**config.mk**
```make
export PLATFORM = sky130hd
export DESIGN_NAME = move_ctrl
export DESIGN_NICKNAME = d
export VERILOG_FILES = /design/src/rtl/move_ctrl.sv
export SDC_FILE = /design/constraint.sdc
export NUM_CORES = 1
export LEC_CHECK = 0
export BUFFER_PORTS_ARGS = -buffer_cell sky130_fd_sc_hd__buf_2
export CORE_MARGIN = 4
export CORE_UTILIZATION = 49
export DETAILED_ROUTE_END_ITERATION = 10
export MAX_ROUTING_LAYER = met4
export PLACE_DENSITY_LB_ADDON = 0.08
export REMOVE_ABC_BUFFERS = 1
export SLEW_MARGIN = 20
export SYNTH_ARGS = -nofsm -noshare
export SYNTH_HDL_FRONTEND = slang
export SYNTH_SLANG_ARGS = --single-unit
```
**constraint.sdc**
```tcl
create_clock -name clk -period 2.5 [get_ports clk]
set_input_delay 0.375 -clock clk [delete_from_list [all_inputs] [get_ports clk]]
set_output_delay 0.375 -clock clk [all_outputs]
set_load 0.03 [all_outputs]
```
**src/rtl/move_ctrl.sv**
```systemverilog
// Tic-tac-toe move controller: validates a requested cell, issues a one-cycle
// write enable to the position register, then settles win/draw/turn state.
module move_ctrl (
  input  logic       clk,
  input  logic       rst,
  input  logic       move_valid,
  input  logic [3:0] move_pos,
  input  logic [1:0] pos1,
  input  logic [1:0] pos2,
  input  logic [1:0] pos3,
  input  logic [1:0] pos4,
  input  logic [1:0] pos5,
  input  logic [1:0] pos6,
  input  logic [1:0] pos7,
  input  logic [1:0] pos8,
  input  logic [1:0] pos9,
  input  logic       game_won,
  output logic [8:0] playX_pos_en,
  output logic [8:0] play0_pos_en,
  output logic       ready,
  output logic       turn_x,
  output logic       illegal_move,
  output logic [3:0] move_count,
  output logic [1:0] result,
  output logic       game_over
);

  typedef enum logic [2:0] {IDLE, CHECK, COMMIT, SETTLE, OVER} state_t;

  state_t          state;
  logic [3:0]      req_pos;
  logic [8:0][1:0] board;

  assign board = {pos9, pos8, pos7, pos6, pos5, pos4, pos3, pos2, pos1};

  // A request is playable only if it names a real cell that is still empty.
  function automatic logic cell_free(input logic [8:0][1:0] b, input logic [3:0] p);
    logic [3:0] idx;
    idx = p - 4'd1;
    if (p == 4'd0 || p > 4'd9)
      return 1'b0;
    return b[idx] == 2'b00;
  endfunction

  function automatic logic [8:0] cell_onehot(input logic [3:0] p);
    return 9'd1 << (p - 4'd1);
  endfunction

  always_ff @(posedge clk) begin
    if (rst) begin
      state        <= IDLE;
      req_pos      <= 4'd0;
      turn_x       <= 1'b1;
      move_count   <= 4'd0;
      result       <= 2'b00;
      illegal_move <= 1'b0;
      game_over    <= 1'b0;
      ready        <= 1'b1;
      playX_pos_en <= 9'd0;
      play0_pos_en <= 9'd0;
    end else begin
      illegal_move <= 1'b0;
      playX_pos_en <= 9'd0;
      play0_pos_en <= 9'd0;
      case (state)
        IDLE: begin
          if (move_valid) begin
            req_pos <= move_pos;
            ready   <= 1'b0;
            state   <= CHECK;
          end
        end
        CHECK: begin
          if (cell_free(board, req_pos)) begin
            // Enable is registered here so it is visible for the whole COMMIT cycle.
            if (turn_x)
              playX_pos_en <= cell_onehot(req_pos);
            else
              play0_pos_en <= cell_onehot(req_pos);
            state <= COMMIT;
          end else begin
            illegal_move <= 1'b1;
            ready        <= 1'b1;
            state        <= IDLE;
          end
        end
        COMMIT: begin
          move_count <= (move_count >= 4'd9) ? 4'd9 : move_count + 4'd1;
          state      <= SETTLE;
        end
        SETTLE: begin
          // Board now holds the committed move; a win outranks a full board.
          if (game_won) begin
            result    <= turn_x ? 2'b01 : 2'b10;
            game_over <= 1'b1;
            state     <= OVER;
          end else if (move_count == 4'd9) begin
            result    <= 2'b11;
            game_over <= 1'b1;
            state     <= OVER;
          end else begin
            turn_x <= ~turn_x;
            ready  <= 1'b1;
            state  <= IDLE;
          end
        end
        OVER: begin
          state <= OVER;
        end
        default: begin
          state <= IDLE;
        end
      endcase
    end
  end

endmodule

```
Word level (Yosys, flattened, before mapping)
Cells that the tools add are included.
Cells by class
  add/subtract/negate cells: 2
  $mul: 0
  div/mod/pow operators: 0
  magnitude comparators: 3
  equality and inequality tests: 9
  shifts and indexed selects: 1
  multiplexer cells: 26
  bitwise logic cells: 5
  reduce and logical (&&, ||, !) cells: 13
Operator list (number)
  case mux 3 bit (5 select lines): 1
  two-way mux 1 bit: 14
  two-way mux 2 bit: 5
  two-way mux 3 bit: 3
  left shift 1 x 4 -> 9 bit, first input constant: 1
  binary-select mux 2 bit (select 4 bit): 1
  inequality test 2 bit, second input constant: 4
  OR reduction 4 bit: 2
  == test 3 x 2 -> 1 bit, second input constant: 2
  less-than comparator 4 x 5 -> 1 bit, second input constant: 1
  inverter 1 bit: 5
  AND reduction 5 bit: 1
  adder 4 x 1 -> 4 bit, second input constant: 1
  == test 4 bit, second input constant: 1
  greater-or-equal comparator 4 bit, second input constant: 1
  greater-than comparator 4 bit, second input constant: 1
  logical NOT 4 bit: 1
  two-way mux 4 bit: 1
  AND reduction 2 bit: 2
  subtractor 4 x 1 -> 4 bit, second input constant: 1
  == test 3 x 1 -> 1 bit, second input constant: 1
  == test 3 bit, second input constant: 1
  logical NOT 3 bit: 1
  case mux 1 bit (3 select lines): 1
  other kinds (6): 6
Storage, ports and cells
  register bits: 35
  latch bits: 0
  RAM bits: 0
  ROM bits: 0
  bits of input ports: 26
  output and inout bits: 28
  word-level logic and storage cells: 69
  memories kept: 0

Longest topological paths before layout
Gate-level depths: netlist of run 1.
  word-level depth: 10
  gate-level depth with buffers: 9
  depth with buffers taken out: 8

Worst setup path after synthesis of run 1
OpenSTA, ideal clock, no wires.
  path type: register to register
  start point: register req_pos[0]
  end point: register state[1]
  setup time: 0.117 ns
  arrival time: 2.017 ns
  data required time: 2.383 ns
  setup slack: 0.366 ns
  cell stages (with the launch flop): 10
  buffers on the path: 1
  clock period less this slack: 2.134 ns
  path through: dfxtp_1 > buf_2 > inv_1 > ha_1 > ha_1 > inv_1 > a211oi_1 > a21o_1 > o21ai_0 > a22o_1
On the way
  cells in the longest elaborated chain, start to end: 10
  elaborated cells on any way between the ends: 15
  classes of those cells: add/sub (1); order compare (1); mux (10); reduce/logical (3)
Ends and longest elaborated chain
  from (decl): RTL line 31  | logic [3:0] req_pos;
  from (signal assigned): RTL line 68  | req_pos <= move_pos;
  branches (longest 5 deep; another with subtractor 4 x 1 -> 4 bit)
  two-way mux 1 bit (*): RTL line 42  | return b[idx] == 2'b00;
  two-way mux 1 bit (*): RTL line 65  | case (state)
  two-way mux 1 bit (*): RTL line 50  | if (rst) begin
  two-way mux 2 bit (*): RTL line 74  | if (cell_free(board, req_pos)) begin
  case mux 3 bit (5 select lines) (*): RTL line 65
  to (signal assigned): RTL line 51  | state <= IDLE;
  to (signal assigned): RTL line 70  | state <= CHECK;
  to (signal assigned): RTL line 80  | state <= COMMIT;
  to (decl): RTL line 30  | state_t state;
Every way passes the cells marked *. The select of a mux whose other input is x is not followed.
A chain may end at the register's enable or synchronous reset.

Final worst setup path of run 1
  start point: register req_pos[1]
  end point: register state[1]
The elaborated chain is that of the path after synthesis.

==> results of run 1 <==
[path summary, 6_finish.rpt]
path	cells past startpoint	end	slack, ns	from
worst min register to register	2	game_over	0.47	game_over
worst min-delay path	2	state[0]	0.26	move_valid
worst max-delay path	7	state[1]	0.27	req_pos[1]
worst max register to register	7	state[1]	0.27	req_pos[1]
[stage by stage]
stage | setup slack [ns] | cell area (sq um) | util | std cells
floorplan | 0.352 | 1560 | - | 166
global placement | 0.411 | 1890 | 0.615 | 265
detailed placement | 0.315 | 1890 | 0.615 | 265
CTS | 0.266 | 1950 | 0.633 | 272
global route | 0.0463 | 1950 | 0.633 | 272
finish | 0.270 | 1950 | 0.633 | 272
[worst max-delay path, cell delays in order (launching register included)]
cell	delay, ns
dfxtp_1	0.41
inv_1	0.13
ha_1	0.37
nor4b_1	0.17
nor4_1	0.36
a21o_1	0.27
o21ai_0	0.16
a22o_1	0.27
[logic make-up after synthesis]
kind of cell             count (synthesis)
AO/OA/AOI/OAI                           34
XOR/XNOR                                 1
adder cells (fa/ha/maj)                 11
buffers and inverters                   15
flip-flops                              35
multiplexers                             2
AND/OR/NAND/NOR                         72
[final cells by class]
cell class / count / share of cell area
timing repair buffer: 55 / 0.144
inverter: 11 / 0.0212
clock inverter: 1 / 0.00257
clock buffer: 6 / 0.0263
multi-input combinational: 120 / 0.418
tap: 44 / 0.0283
sequential: 35 / 0.360
[cell usage after synthesis (all sizes together)]
cell     n
a22o     1
a221oi   1
nor4b    3
and2b    1
o311ai   2
nor2    26
dfxtp   35
a21o     1
nand4b   1
o211ai   2
a211oi   2
a311o    1
o221a    2
a21oi   10
inv     11
or3      1
nand2    6
a31oi    3
nand3    5
o31a     1
o21a     1
ha      11
nor4bb   1
o21ai    3
nor3     6
clkbuf   2
or4b     1
a22oi    2
mux2i    2
nor4     3
buf      2
nand2b   2
xnor2    1
and2    12
and3     4
o21bai   2
[per-layer routing]
metal | GRT usage | vias to the layer above | share of wire | wire length [um]
li1 | - | 712 | - | -
met1 | 0.221 | 611 | 0.47 | 1500
met2 | 0.258 | 55 | 0.42 | 1330
met3 | 0.0451 | 8 | 0.080 | 253
met4 | 0.0923 | 0 | 0.023 | 72
met5 | - | - | 0 | 0
[flip-flops by register name (all words and copies together) (netlist names)]
signal        cells
game_over         1
illegal_move      1
move_count        4
play0_pos_en      9
playX_pos_en      9
ready             1
req_pos           4
result            2
state             3
turn_x            1
[report_power, final]
part	internal, mW	switching [mW]	leakage (nW)	total [mW]
sequential	0.571	0.0166	0.283	0.588
combinational	0.0754	0.111	0.607	0.186
clock	0.130	0.171	0.0341	0.301
total	0.776	0.298	0.924	1.07
==> run summary, run 1 <==
cts repair resizes -> 0
CP Max Fanout -> 7
Register Area -> 701 sq um
endpoints failing hold -> 0
Mean Syn Cell Area -> 9.27 sq um
remaining global-route overflow -> 0
Slew Viols, Final -> 0
vias after detailed routing -> 1386
Power, Total -> 1.07 mW
root buf cell -> clkbuf_4
Cells after Synth -> 170
multiplexer area fraction after synthesis -> 0.0127
gpl congestion -> 0.860
RSZ-0062 raised after global routing -> false
Total Wirelength -> 3160 um
core region area -> 0.00308 sq mm
hpwl dp -> 2520 um
max frequency -> 0.448 GHz
global-route wire length before repair -> 5580 um
Netlist Area Pre-Place -> 0.00158 sq mm
max cap viols -> 0
clk buf depth -> 2
die area -> 0.00419 sq mm
Netlist cell types -> 40
DR DRC count -> 0
Initial DRC Count -> 77
status -> completed
CP arrival -> 2.47 ns
CTS H-tree depth -> 2
CTS Sinks -> 35
commonest non-fill, non-tap cells in the layout -> 53 x buf_2, 35 x dfxtp_1, 26 x nor2_1, 12 x and2_1
largest net degree at the start of global routing -> 15
CP startpoint kind -> flip-flop
Yosys Warn Count -> 0
Avg WL per Cell -> 11.6 um
# setup viols final -> 0
CP required -> 2.74 ns
maximum vdd drop -> 228 uV
n_diodes -> 0
Post-CTS Setup Repair Bufs -> 0
final worst-path cycle share -> 0.892
row count -> 20
initial antenna violation count -> 0
Synth top area share -> 0.444
Worst slew margin -> 0.564
hold buffers post-CTS -> 0
worst setup skew after layout -> 0.00827 ns
vias in the first global route -> 1293
clock insertion delay at the later pin of the skew report -> 0.33 ns
PwrDens -> 552 mW/mm^2
first drt pass iteration count -> 4
Seq/Total Area, Yosys -> 0.444
Synth Area in Adders -> 0.0873
clk slew on worst S/H paths -> 0.10 ns
Ports -> 54
Hold Crit Class -> in -> reg
# fillers -> 288
Synth Register Bits -> 35
commonest non-fill, non-tap cell in the layout -> buf_2
Static Leakage -> 0.924 nW
setup_tns -> 0 ns
crit path kind -> reg -> reg
Synth Area in Simple Gates -> 0.251
WHS -> 0.263 ns
port bufs -> 53
slew at the pin closest to its max-slew limit -> 0.644 ns
starting density of the core -> 0.512
GRT Util Overall -> 0.176
Routed Antenna Nets -> 0
Via density -> 5.10
post-synth top area cell -> dfxtp_1
Tmin final -> 2.23 ns
Synth area leaders -> dfxtp_1 44%, ha_1 8.7%, nor2_1 6.2%
multi-input logic area -> 815 sq um
share of cells above drive strength 1 -> 0.303
DIE HEIGHT -> 64.7 um
Total Nets Final -> 265
TritonCTS buffer count -> 5
CTS tree -> yes
largest family of logic cells by synthesized area -> simple AND/OR/NAND/NOR gates
XOR/XNOR Fraction of Synth Area -> 0.00556
Critical Path End Type -> flip-flop
post-synthesis compound-gate area fraction -> 0.160
area grow syn2layout -> 23.6%
Die X -> 64.7 um
No activity file was read; power rests on OpenSTA's default activity.
==> run 2: changes to the inputs <==
--- a/config.mk
+++ b/config.mk
@@ -10,7 +10,7 @@
 export CORE_UTILIZATION = 49
 export DETAILED_ROUTE_END_ITERATION = 10
 export MAX_ROUTING_LAYER = met4
-export PLACE_DENSITY_LB_ADDON = 0.08
+export PLACE_DENSITY = 0.85
 export REMOVE_ABC_BUFFERS = 1
 export SLEW_MARGIN = 20
 export SYNTH_ARGS = -nofsm -noshare
==> constraint.sdc (replaced) <==
create_clock -name clk -period 2.5 [get_ports clk]
set_input_delay 0.375 -clock clk [delete_from_list [all_inputs] [get_ports clk]]
set_output_delay 0.375 -clock clk [all_outputs]
set_load 0.1 [all_outputs]
==> run 2 against run 1 <==
Worst hold slack worse by 0.0052 ns; critical endpoint unchanged; maximum frequency is 1.7% higher; via count is 0.43% higher; count of clock-buffer cells in the layout is 1 lower.
==> run summary, run 2 (synthesized netlist as in run 1, its figures left out) <==
hold buffers post-CTS -> 0 (unchanged)
max frequency -> 0.456 GHz (+1.7%)
Reg2Reg Launch Point -> req_pos[1]
worst setup skew after layout -> 0.00761 ns (-0.000661 ns)
vias after detailed routing -> 1392 (+0.43%)
share of cells above drive strength 1 -> 0.303 (unchanged)
switching power -> 0.350 mW (+17%)
CTS H-tree depth -> 2 (unchanged)
CP required -> 2.74 ns (about the same)
Total Nets Final -> 264 (-0.38%)
final worst-path cycle share -> 0.877 (-0.0152)
worst r2r dst -> state[1]
die area -> 0.00419 sq mm (unchanged)
top flop regs -> play0_pos_en (9), playX_pos_en (9)
CTS tree -> yes
CP arrival -> 2.43 ns (-0.04 ns)
fin area -> 0.00194 sq mm (-0.32%)
hpwl dp -> 2610 um (+3.7%)
commonest non-fill, non-tap cells in the layout -> 53 x buf_2, 35 x dfxtp_1, 26 x nor2_1, 12 x and2_1
max cap viols -> 0 (unchanged)
Worst Setup SP -> req_pos[1]
vias in the first global route -> 1265 (-2.2%)
Tmin final -> 2.19 ns (-0.0379 ns)
row count -> 20 (unchanged)
RSZ-0062 raised after global routing -> false
Pint -> 0.752 mW (-3.2%)
Worst slew margin -> 0.516 (-0.0471)
Slew Viols, Final -> 0 (unchanged)
TritonCTS buffer count -> 5 (unchanged)
DIE HEIGHT -> 64.7 um (unchanged)
flop2flop setup slack -> 0.31 ns (+0.04 ns)
commonest non-fill, non-tap cell in the layout -> buf_2
Via density -> 5.12 (+0.43%)
Total Wirelength -> 3270 um (+3.6%)
DR DRC count -> 0 (unchanged)
crit path kind -> reg -> reg
global-route wire length before repair -> 5580 um (unchanged)
Switching Fraction -> 0.318 (+0.0403)
CP Max Fanout -> 5 (-2)
core region area -> 0.00308 sq mm (unchanged)
port bufs -> 53 (unchanged)
largest net degree at the start of global routing -> 15 (unchanged)
status -> completed
setup_tns -> 0 ns (unchanged)
clk slew on worst S/H paths -> 0.10 ns (about the same)
CTS Sinks -> 35 (unchanged)
clock insertion delay at the later pin of the skew report -> 0.34 ns (about the same)
initial antenna violation count -> 0 (unchanged)
Critical Path End Type -> flip-flop
Routed Antenna Nets -> 0 (unchanged)
CP startpoint kind -> flip-flop
combinational share of power -> 0.197 (+0.023)
Avg WL per Cell -> 12.0 um (+3.6%)
Power, Total -> 1.10 mW (+2.5%)
n_diodes -> 0 (unchanged)
gpl congestion -> 0.826 (-3.9%)
Post-CTS Setup Repair Bufs -> 0 (unchanged)
area grow syn2layout -> 23.2%
Hold Crit Class -> in -> reg
Die X -> 64.7 um (unchanged)
Ports -> 54 (unchanged)
sequential power share -> 0.535 (-0.012)
slew at the pin closest to its max-slew limit -> 0.723 ns (+0.0790 ns)
Static Leakage -> 0.913 nW (-1.3%)
cts repair resizes -> 0 (unchanged)
remaining global-route overflow -> 0 (unchanged)
Worst Setup EP -> state[1]
first drt pass iteration count -> 4 (unchanged)
starting density of the core -> 0.512 (unchanged)
Initial DRC Count -> 49 (-36%)
root buf cell -> clkbuf_4
Worst Reg-to-Reg Cells -> 8 (+1)
PwrDens -> 567 mW/mm^2 (+2.8%)
maximum vdd drop -> 374 uV (+64%)
clk buf depth -> 2 (unchanged)
# setup viols final -> 0 (unchanged)
clock power share -> 0.268 (-0.012)
GRT Util Overall -> 0.175 (-0.00106)
Placed Area -> 0.00188 sq mm (-0.40%)
endpoints failing hold -> 0 (unchanged)
-- run 2: layout make-up --
| type | instances | area, sq um |
|---|---|---|
| fillers | 280 | 1140 |
| inverters | 11 | 41.3 |
| multi-input cells | 120 | 815 |
| clock buffers | 5 | 37.5 |
| repair buffers | 54 | 273 |
| clock inverters | 3 | 20.0 |
| well taps | 44 | 55.1 |
| flip-flops and latches | 35 | 701 |
-- run 2: power groups by stage --
stage / registers, mW / clock network, mW / logic, mW
after floorplan: 0.648 / 0 / 0.111
after global placement: 0.601 / 0 / 0.213
after detailed placement: 0.602 / 0 / 0.217
after CTS: 0.589 / 0.306 / 0.217
after global routing: 0.593 / 0.339 / 0.240
final: 0.590 / 0.295 / 0.217
-- run 2: how the worst min path moves through the flow --
stage	from	to	slack [ns]	cells after the start
finish	move_valid	state[0]	0.26	2
global route	move_valid	state[0]	0.24	2
CTS	move_valid	state[0]	0.24	2
detailed placement	game_over	game_over	0.46	2
global placement	game_over	game_over	0.45	2
floorplan	rst	move_count[2]	0.44	1
-- run 2: layer usage --
| layer | vias up | routed length [um] | global-route usage |
|---|---|---|---|
| li1 | 711 | - | - |
| met1 | 643 | 1480 | 0.209 |
| met2 | 38 | 1590 | 0.281 |
| met3 | 0 | 202 | 0.0641 |
| met4 | 0 | 0 | 0.0396 |
| met5 | - | 0 | - |
-- run 2: critical path: stages, from the launching register on --
cell      delay [ns]
dfxtp_1         0.43
inv_1           0.14
ha_1            0.24
ha_1            0.39
inv_1           0.06
a211oi_1        0.21
a21o_1          0.20
o21ai_0         0.16
a22o_1          0.27
-- run 2: per-stage QoR --
step,hold WS [ns],setup slack (ns),std cells,utilization
floorplan,0.444,0.268,166,-
global placement,0.453,0.466,264,0.612
detailed placement,0.459,0.354,264,0.612
CTS,0.241,0.341,272,0.631
global route,0.236,0.123,272,0.631
finish,0.258,0.308,272,0.631
